==> config.mk <==
export PLATFORM = sky130hd
export DESIGN_NAME = commit_trace_monitor_flat
export DESIGN_NICKNAME = d
export VERILOG_FILES = /design/src/rtl/commit_trace_monitor_pkg.sv /design/src/rtl/commit_trace_monitor_if.sv /design/src/rtl/commit_trace_monitor_trace_fifo.sv /design/src/rtl/commit_trace_monitor.sv /design/src/flat_wrapper.sv
export SDC_FILE = /design/constraint.sdc
export NUM_CORES = 1
export LEC_CHECK = 0
export ABC_CLOCK_PERIOD_IN_PS = 15700
export CAP_MARGIN = 30
export CORE_AREA = 4 4 315 317
export DETAILED_ROUTE_END_ITERATION = 6
export DIE_AREA = 0 0 319 321
export PLACE_DENSITY = 0.69
export SETUP_SLACK_MARGIN = 0.2
export SLEW_MARGIN = 40
export SYNTH_ARGS = -nofsm -noshare
export SYNTH_HDL_FRONTEND = slang
export SYNTH_SLANG_ARGS = --single-unit
==> constraint.sdc <==
create_clock -name clk -period 15.7 [get_ports clk]
set_clock_uncertainty 0.1 [all_clocks]
set_input_delay 3.14 -clock clk [delete_from_list [all_inputs] [get_ports clk]]
set_output_delay 3.14 -clock clk [all_outputs]
set_load 0.01 [all_outputs]
==> src/rtl/commit_trace_monitor_pkg.sv <==
// Shared definitions for the commit trace monitor: defaults, monitor states and
// the trace record layout stored in the FIFO.
package commit_trace_monitor_pkg;

   localparam logic [31:0] DEF_RESET_PC   = 32'h8000_0000;
   localparam logic [31:0] DEF_HALT_INSTR = 32'h0010_0073;

   typedef enum logic [1:0] {
      MON_RUN   = 2'd0,
      MON_DRAIN = 2'd1,
      MON_DONE  = 2'd2
   } mon_state_e;

   typedef struct packed {
      logic        mispred;
      logic [31:0] pc;
      logic [31:0] instr;
   } trace_rec_t;

   localparam int unsigned REC_W = $bits(trace_rec_t);

endpackage

==> src/rtl/commit_trace_monitor_if.sv <==
// Retire stream plus trace read port between the CPU/reader side (master)
// and the monitor (slave).
interface commit_trace_monitor_if;
   logic        commit;
   logic [31:0] commit_pc;
   logic [31:0] commit_pre_pc;
   logic [31:0] commit_pred_pc;
   logic [31:0] instr;
   logic        rd_valid;
   logic        rd_ready;
   logic [31:0] rd_pc;
   logic [31:0] rd_instr;
   logic        rd_mispred;

   modport master (
      output commit, commit_pc, commit_pre_pc, commit_pred_pc, instr, rd_ready,
      input  rd_valid, rd_pc, rd_instr, rd_mispred
   );

   modport slave (
      input  commit, commit_pc, commit_pre_pc, commit_pred_pc, instr, rd_ready,
      output rd_valid, rd_pc, rd_instr, rd_mispred
   );
endinterface

==> src/rtl/commit_trace_monitor_trace_fifo.sv <==
// Synchronous trace FIFO with wrap-bit pointers; the head is read straight from
// the storage registers so it holds steady until popped.
module trace_fifo #(
   parameter int unsigned DEPTH = 16,
   parameter int unsigned PTR_W = 4,
   parameter int unsigned W     = 65
) (
   input  logic         clk,
   input  logic         rst,
   input  logic         push,
   input  logic [W-1:0] din,
   input  logic         pop,
   output logic         full,
   output logic         empty,
   output logic [W-1:0] head
);
   localparam logic [PTR_W:0] PTR_ONE = (PTR_W+1)'(1);

   logic [W-1:0]   mem [DEPTH];
   logic [PTR_W:0] wr_ptr;
   logic [PTR_W:0] rd_ptr;

   assign empty = (wr_ptr == rd_ptr);
   assign full  = (wr_ptr[PTR_W] != rd_ptr[PTR_W]) &&
                  (wr_ptr[PTR_W-1:0] == rd_ptr[PTR_W-1:0]);
   assign head  = mem[rd_ptr[PTR_W-1:0]];

   always_ff @(posedge clk) begin
      if (push && !full) begin
         mem[wr_ptr[PTR_W-1:0]] <= din;
      end
   end

   always_ff @(posedge clk) begin
      if (rst) begin
         wr_ptr <= '0;
         rd_ptr <= '0;
      end else begin
         if (push && !full) begin
            wr_ptr <= wr_ptr + PTR_ONE;
         end
         if (pop && !empty) begin
            rd_ptr <= rd_ptr + PTR_ONE;
         end
      end
   end
endmodule

==> src/rtl/commit_trace_monitor.sv <==
// Retire-stream monitor: PC continuity checker, saturating counters, trace
// buffering and the halt sequencing FSM.
//
//   state     | meaning
//   MON_RUN   | commits counted, checked and pushed into the trace FIFO
//   MON_DRAIN | halt seen; commits counted and checked but dropped; waiting for empty FIFO
//   MON_DONE  | trace complete; commits ignored until reset
module commit_trace_monitor
   import commit_trace_monitor_pkg::*;
#(
   parameter int unsigned DEPTH      = 16,
   parameter int unsigned PTR_W      = 4,
   parameter int unsigned CNT_W      = 32,
   parameter logic [31:0] RESET_PC   = DEF_RESET_PC,
   parameter logic [31:0] HALT_INSTR = DEF_HALT_INSTR
) (
   input  logic                 clk,
   input  logic                 rst,
   commit_trace_monitor_if.slave bus,
   output logic [CNT_W-1:0]     retire_cnt,
   output logic [CNT_W-1:0]     mispred_cnt,
   output logic [CNT_W-1:0]     drop_cnt,
   output logic                 pc_err,
   output logic [31:0]          err_pc,
   output logic                 done
);
   localparam logic [CNT_W-1:0] CNT_ONE = CNT_W'(1);
   localparam logic [CNT_W-1:0] CNT_MAX = '1;

   mon_state_e  state;
   mon_state_e  state_nxt;
   logic [31:0] exp_pc;
   logic        sample;
   logic        is_halt;
   logic        mispred;
   logic        push_req;
   logic        push;
   logic        pop;
   logic        drop;
   logic        fifo_full;
   logic        fifo_empty;
   trace_rec_t  rec_in;
   trace_rec_t  rec_head;

   always_comb begin
      sample         = bus.commit && (state != MON_DONE);
      is_halt        = (bus.instr == HALT_INSTR);
      mispred        = (bus.commit_pre_pc != bus.commit_pred_pc);
      push_req       = sample && (state == MON_RUN);
      push           = push_req && !fifo_full;
      drop           = (push_req && fifo_full) || (sample && (state == MON_DRAIN));
      pop            = !fifo_empty && bus.rd_ready;
      rec_in         = '0;
      rec_in.mispred = mispred;
      rec_in.pc      = bus.commit_pc;
      rec_in.instr   = bus.instr;
   end

   trace_fifo #(
      .DEPTH (DEPTH),
      .PTR_W (PTR_W),
      .W     (REC_W)
   ) u_trace_fifo (
      .clk   (clk),
      .rst   (rst),
      .push  (push),
      .din   (rec_in),
      .pop   (pop),
      .full  (fifo_full),
      .empty (fifo_empty),
      .head  (rec_head)
   );

   assign bus.rd_valid   = !fifo_empty;
   assign bus.rd_pc      = rec_head.pc;
   assign bus.rd_instr   = rec_head.instr;
   assign bus.rd_mispred = rec_head.mispred;

   always_ff @(posedge clk) begin
      if (rst) begin
         state <= MON_RUN;
      end else begin
         state <= state_nxt;
      end
   end

   always_comb begin
      state_nxt = state;
      case (state)
         MON_RUN:   if (sample && is_halt) state_nxt = MON_DRAIN;
         MON_DRAIN: if (fifo_empty)        state_nxt = MON_DONE;
         MON_DONE:  state_nxt = MON_DONE;
         default:   state_nxt = MON_RUN;
      endcase
   end

   assign done = (state == MON_DONE);

   // Counters stick at all-ones rather than wrapping.
   always_ff @(posedge clk) begin
      if (rst) begin
         retire_cnt  <= '0;
         mispred_cnt <= '0;
         drop_cnt    <= '0;
         exp_pc      <= RESET_PC;
         pc_err      <= 1'b0;
         err_pc      <= '0;
      end else begin
         if (sample && (retire_cnt != CNT_MAX)) begin
            retire_cnt <= retire_cnt + CNT_ONE;
         end
         if (sample && mispred && (mispred_cnt != CNT_MAX)) begin
            mispred_cnt <= mispred_cnt + CNT_ONE;
         end
         if (drop && (drop_cnt != CNT_MAX)) begin
            drop_cnt <= drop_cnt + CNT_ONE;
         end
         if (sample) begin
            exp_pc <= bus.commit_pre_pc;
         end
         if (sample && !pc_err && (bus.commit_pc != exp_pc)) begin
            pc_err <= 1'b1;
            err_pc <= bus.commit_pc;
         end
      end
   end
endmodule

==> src/flat_wrapper.sv <==
// flat-port wrapper written by rule: the top's interface ports become plain ports
module commit_trace_monitor_flat import commit_trace_monitor_pkg::*;
#(
   parameter int unsigned DEPTH      = 16,
   parameter int unsigned PTR_W      = 4,
   parameter int unsigned CNT_W      = 32,
   parameter logic [31:0] RESET_PC   = DEF_RESET_PC,
   parameter logic [31:0] HALT_INSTR = DEF_HALT_INSTR
)
  (clk, rst, retire_cnt, mispred_cnt, drop_cnt, pc_err, err_pc, done, bus_commit, bus_commit_pc, bus_commit_pre_pc, bus_commit_pred_pc, bus_instr, bus_rd_ready, bus_rd_valid, bus_rd_pc, bus_rd_instr, bus_rd_mispred);
  commit_trace_monitor_if bus_i ();
  input  logic clk;
  input  logic rst;
  output logic [CNT_W-1:0] retire_cnt;
  output logic [CNT_W-1:0] mispred_cnt;
  output logic [CNT_W-1:0] drop_cnt;
  output logic pc_err;
  output logic [31:0] err_pc;
  output logic done;
  input wire logic [$bits(bus_i.commit)-1:0] bus_commit;
  input wire logic [$bits(bus_i.commit_pc)-1:0] bus_commit_pc;
  input wire logic [$bits(bus_i.commit_pre_pc)-1:0] bus_commit_pre_pc;
  input wire logic [$bits(bus_i.commit_pred_pc)-1:0] bus_commit_pred_pc;
  input wire logic [$bits(bus_i.instr)-1:0] bus_instr;
  input wire logic [$bits(bus_i.rd_ready)-1:0] bus_rd_ready;
  output wire logic [$bits(bus_i.rd_valid)-1:0] bus_rd_valid;
  output wire logic [$bits(bus_i.rd_pc)-1:0] bus_rd_pc;
  output wire logic [$bits(bus_i.rd_instr)-1:0] bus_rd_instr;
  output wire logic [$bits(bus_i.rd_mispred)-1:0] bus_rd_mispred;
  assign bus_i.commit = bus_commit;
  assign bus_i.commit_pc = bus_commit_pc;
  assign bus_i.commit_pre_pc = bus_commit_pre_pc;
  assign bus_i.commit_pred_pc = bus_commit_pred_pc;
  assign bus_i.instr = bus_instr;
  assign bus_i.rd_ready = bus_rd_ready;
  assign bus_rd_valid = bus_i.rd_valid;
  assign bus_rd_pc = bus_i.rd_pc;
  assign bus_rd_instr = bus_i.rd_instr;
  assign bus_rd_mispred = bus_i.rd_mispred;
  commit_trace_monitor #(.DEPTH(DEPTH), .PTR_W(PTR_W), .CNT_W(CNT_W), .RESET_PC(RESET_PC), .HALT_INSTR(HALT_INSTR)) u_core (.clk(clk), .rst(rst), .bus(bus_i), .retire_cnt(retire_cnt), .mispred_cnt(mispred_cnt), .drop_cnt(drop_cnt), .pc_err(pc_err), .err_pc(err_pc), .done(done));
endmodule
==> impl_metrics.toml <==
[setup_path]
crit_path_start_kind = "flip-flop"
worstPathMaxFanout = 67
arrival_ns = 4.55
r2r_setup_slack_ns = 11.48
critPathKind = "reg2out"
slowest_stage = "dfxtp_4"
critPathMaxStageDelay_ns = 0.78
cp_cell_sequence = "buf_6 -> buf_6 -> buf_16 -> mux4_2 -> mux4_2 -> clkdlybuf4s50_1"
crit_required_ns = 12.46
end_kind = "output pin"

[floorplanning]
coreArea_mm2 = 0.0963
num_io_pins = 328
num_rows = 114
die_h_um = 321
die_w_um = 319
initial_core_util_pct = 49.7
dieArea_mm2 = 0.102

[finish]
drive_gt1_share_pct = 21.3
layout_commonest_cell = "edfxtp_1"
fin_nets = 2995
layout_common_cells = "edfxtp_1, mux4_2, clkdlybuf4s50_1, dfxtp_1, nor2_1"
finalInstanceArea_mm2 = 0.0566
area_growth_syn_to_layout_pct = 18.3
final_cell_count_no_fill = 4231

[detailed_routing]
drtIter0Drc = 2566
antenna_left = 0
wire_per_inst_um = 27.5
avgViaCountPerCell = 6.00
num_vias = 25400
drtPass1Iterations = 7
wirelength_mm = 116
drc = 0

[clock_network]
clk_latency_ns = 0.71
cts_tree = "done"
cts.hold.buffers_added = 0
cts_buffers = 120
postCtsSetupRepairBufs = 0
htree_levels = 3
clock_sinks = 1217
path_clk_slew_ns = 0.06
max-clock-path-buffers = 3
cts_resized = 0
root_buffer = "clkbuf_16"

[sta]
fmax_mhz = 128
slew_headroom_pct = 43.2
rsz0062_at_grt = "no"
fin_tns_setup_ns = 0
final_max_slew_viol_count = 0
setup_slack_ns = 7.91
hold_viol_final = 0
setup_violations = 0
fin_crit_sh_pct = 49.6
fin_crit_ns = 7.79
worstMarginPinSlew_ns = 0.849

[grt]
grt-ovfl-total = 0
antenna_found_initial = 3
gr-usage-all-layers_pct = 22.6
grt_max_degree = 99
first_global_vias = 26200
grt_pass1_wl_mm = 172

[flow_run]
maxCapViolCount = 0

[synthesis]
syn_area_mm2 = 0.0478
seq_area_frac_synth_pct = 72.7
avgSynthCellArea_um2 = 19.4
syn_nets = 2614
synth_edf_count = 1040
ys_ff_latch = 1217
synth.yosys.warnings = 0
synth_ff_type = "edfxtp_1"
synthCells = 2470
ys_async_sr_fraction_pct = 0
synth_cell_type_count = 57

[placed_design]
place_area_mm2 = 0.0528
place_inst = 4003
io_buffers = 327
pre_cts_slack_ns = 8.15
dp_hpwl_mm = 67.5
gp_congestion = 0.895

[status]
status = "completed"

[min_path]
hold_path.class = "reg2reg"

[power]
total_power_mw = 7.19
p_per_area_mw_per_mm2 = 127
power.leakage_nw = 17.7
vdd_ir_drop_max_mv = 0.0987
## layer usage
| layer | part of all wire (%) | track usage [%] |
|---|---|---|
| met1 | 40 | 30.8 |
| met2 | 50 | 37.5 |
| met3 | 7.6 | 4.55 |
| met4 | 2.7 | 6.79 |
| met5 | 0.022 | 0 |
## synth_stat cells, drive strengths merged (36+ instances only)
master  count  area (um^2)
nand4      37          250
clkbuf     62          233
a21oi      67          339
xor2       93          815
nand2     113          427
mux2i      36          360
nand3      43          215
xnor2      42          368
dfxtp     177         3540
edfxtp   1040        31200
buf        60          338
mux4      325         7320
nor4       47          437
nor2      133          499
## worst paths after layout
path,startpoint,end,cells after the start
hold reg to reg,u_core.exp_pc[18],u_core.exp_pc[18],2
hold / removal,u_core.exp_pc[18],u_core.exp_pc[18],2
setup / recovery,flip-flop,bus_rd_pc[13],6
setup reg to reg,u_core.state[0],u_core.u_trace_fifo.mem[8][64],10
## logic make-up after synthesis
family / after synthesis / synth area share (%)
simple gates: 493 / 5.65
compound gates: 111 / 1.42
mux: 365 / 16.1
flops: 1217 / 72.7
buf+inv: 137 / 1.31
xor+xnor: 135 / 2.47
fa+ha+maj: 12 / 0.314
## flip-flops by register name, summed over array words and instances (netlist names), named ones only
register                    flops
u_core.state                    2
u_core.u_trace_fifo.wr_ptr      5
u_core.mispred_cnt             32
u_core.err_pc                  32
u_core.pc_err                   1
u_core.retire_cnt              32
u_core.u_trace_fifo.rd_ptr      5
u_core.u_trace_fifo.mem      1040
u_core.exp_pc                  32
u_core.drop_cnt                32
## metrics by stage
| stage | hold WS [ns] | util [%] |
|---|---|---|
| after floorplan | 0.348 | - |
| after global placement | 0.355 | 54.6 |
| after detailed placement | 0.360 | 54.9 |
| after CTS | 0.367 | 58.8 |
| after global routing | 0.387 | 58.8 |
| final | 0.367 | 58.8 |
## worst max-delay path: cells and delay by family (launching register included)
| kind | cells | cell delay (ns) |
|---|---|---|
| buf+inv | 4 | 1.87 |
| mux | 2 | 1.00 |
| flops | 1 | 0.78 |
## where the power goes
group / switching [mW] / internal [mW] / total [mW]
combinational: 0.388 / 0.455 / 0.843
clock: 1.20 / 1.56 / 2.76
sequential: 0.0361 / 3.55 / 3.59
total: 1.62 / 5.56 / 7.19
## cell type report
type,count,area (um^2)
diodes,2,5.00
multi-input cells,1116,12600
fillers,6938,39700
inverters,15,57.6
repair buffers,381,3810
well taps,1276,1600
flip-flops and latches,1217,34800
clock buffers,147,3100
clock inverters,77,699
Power figures use the tool's default switching activity.
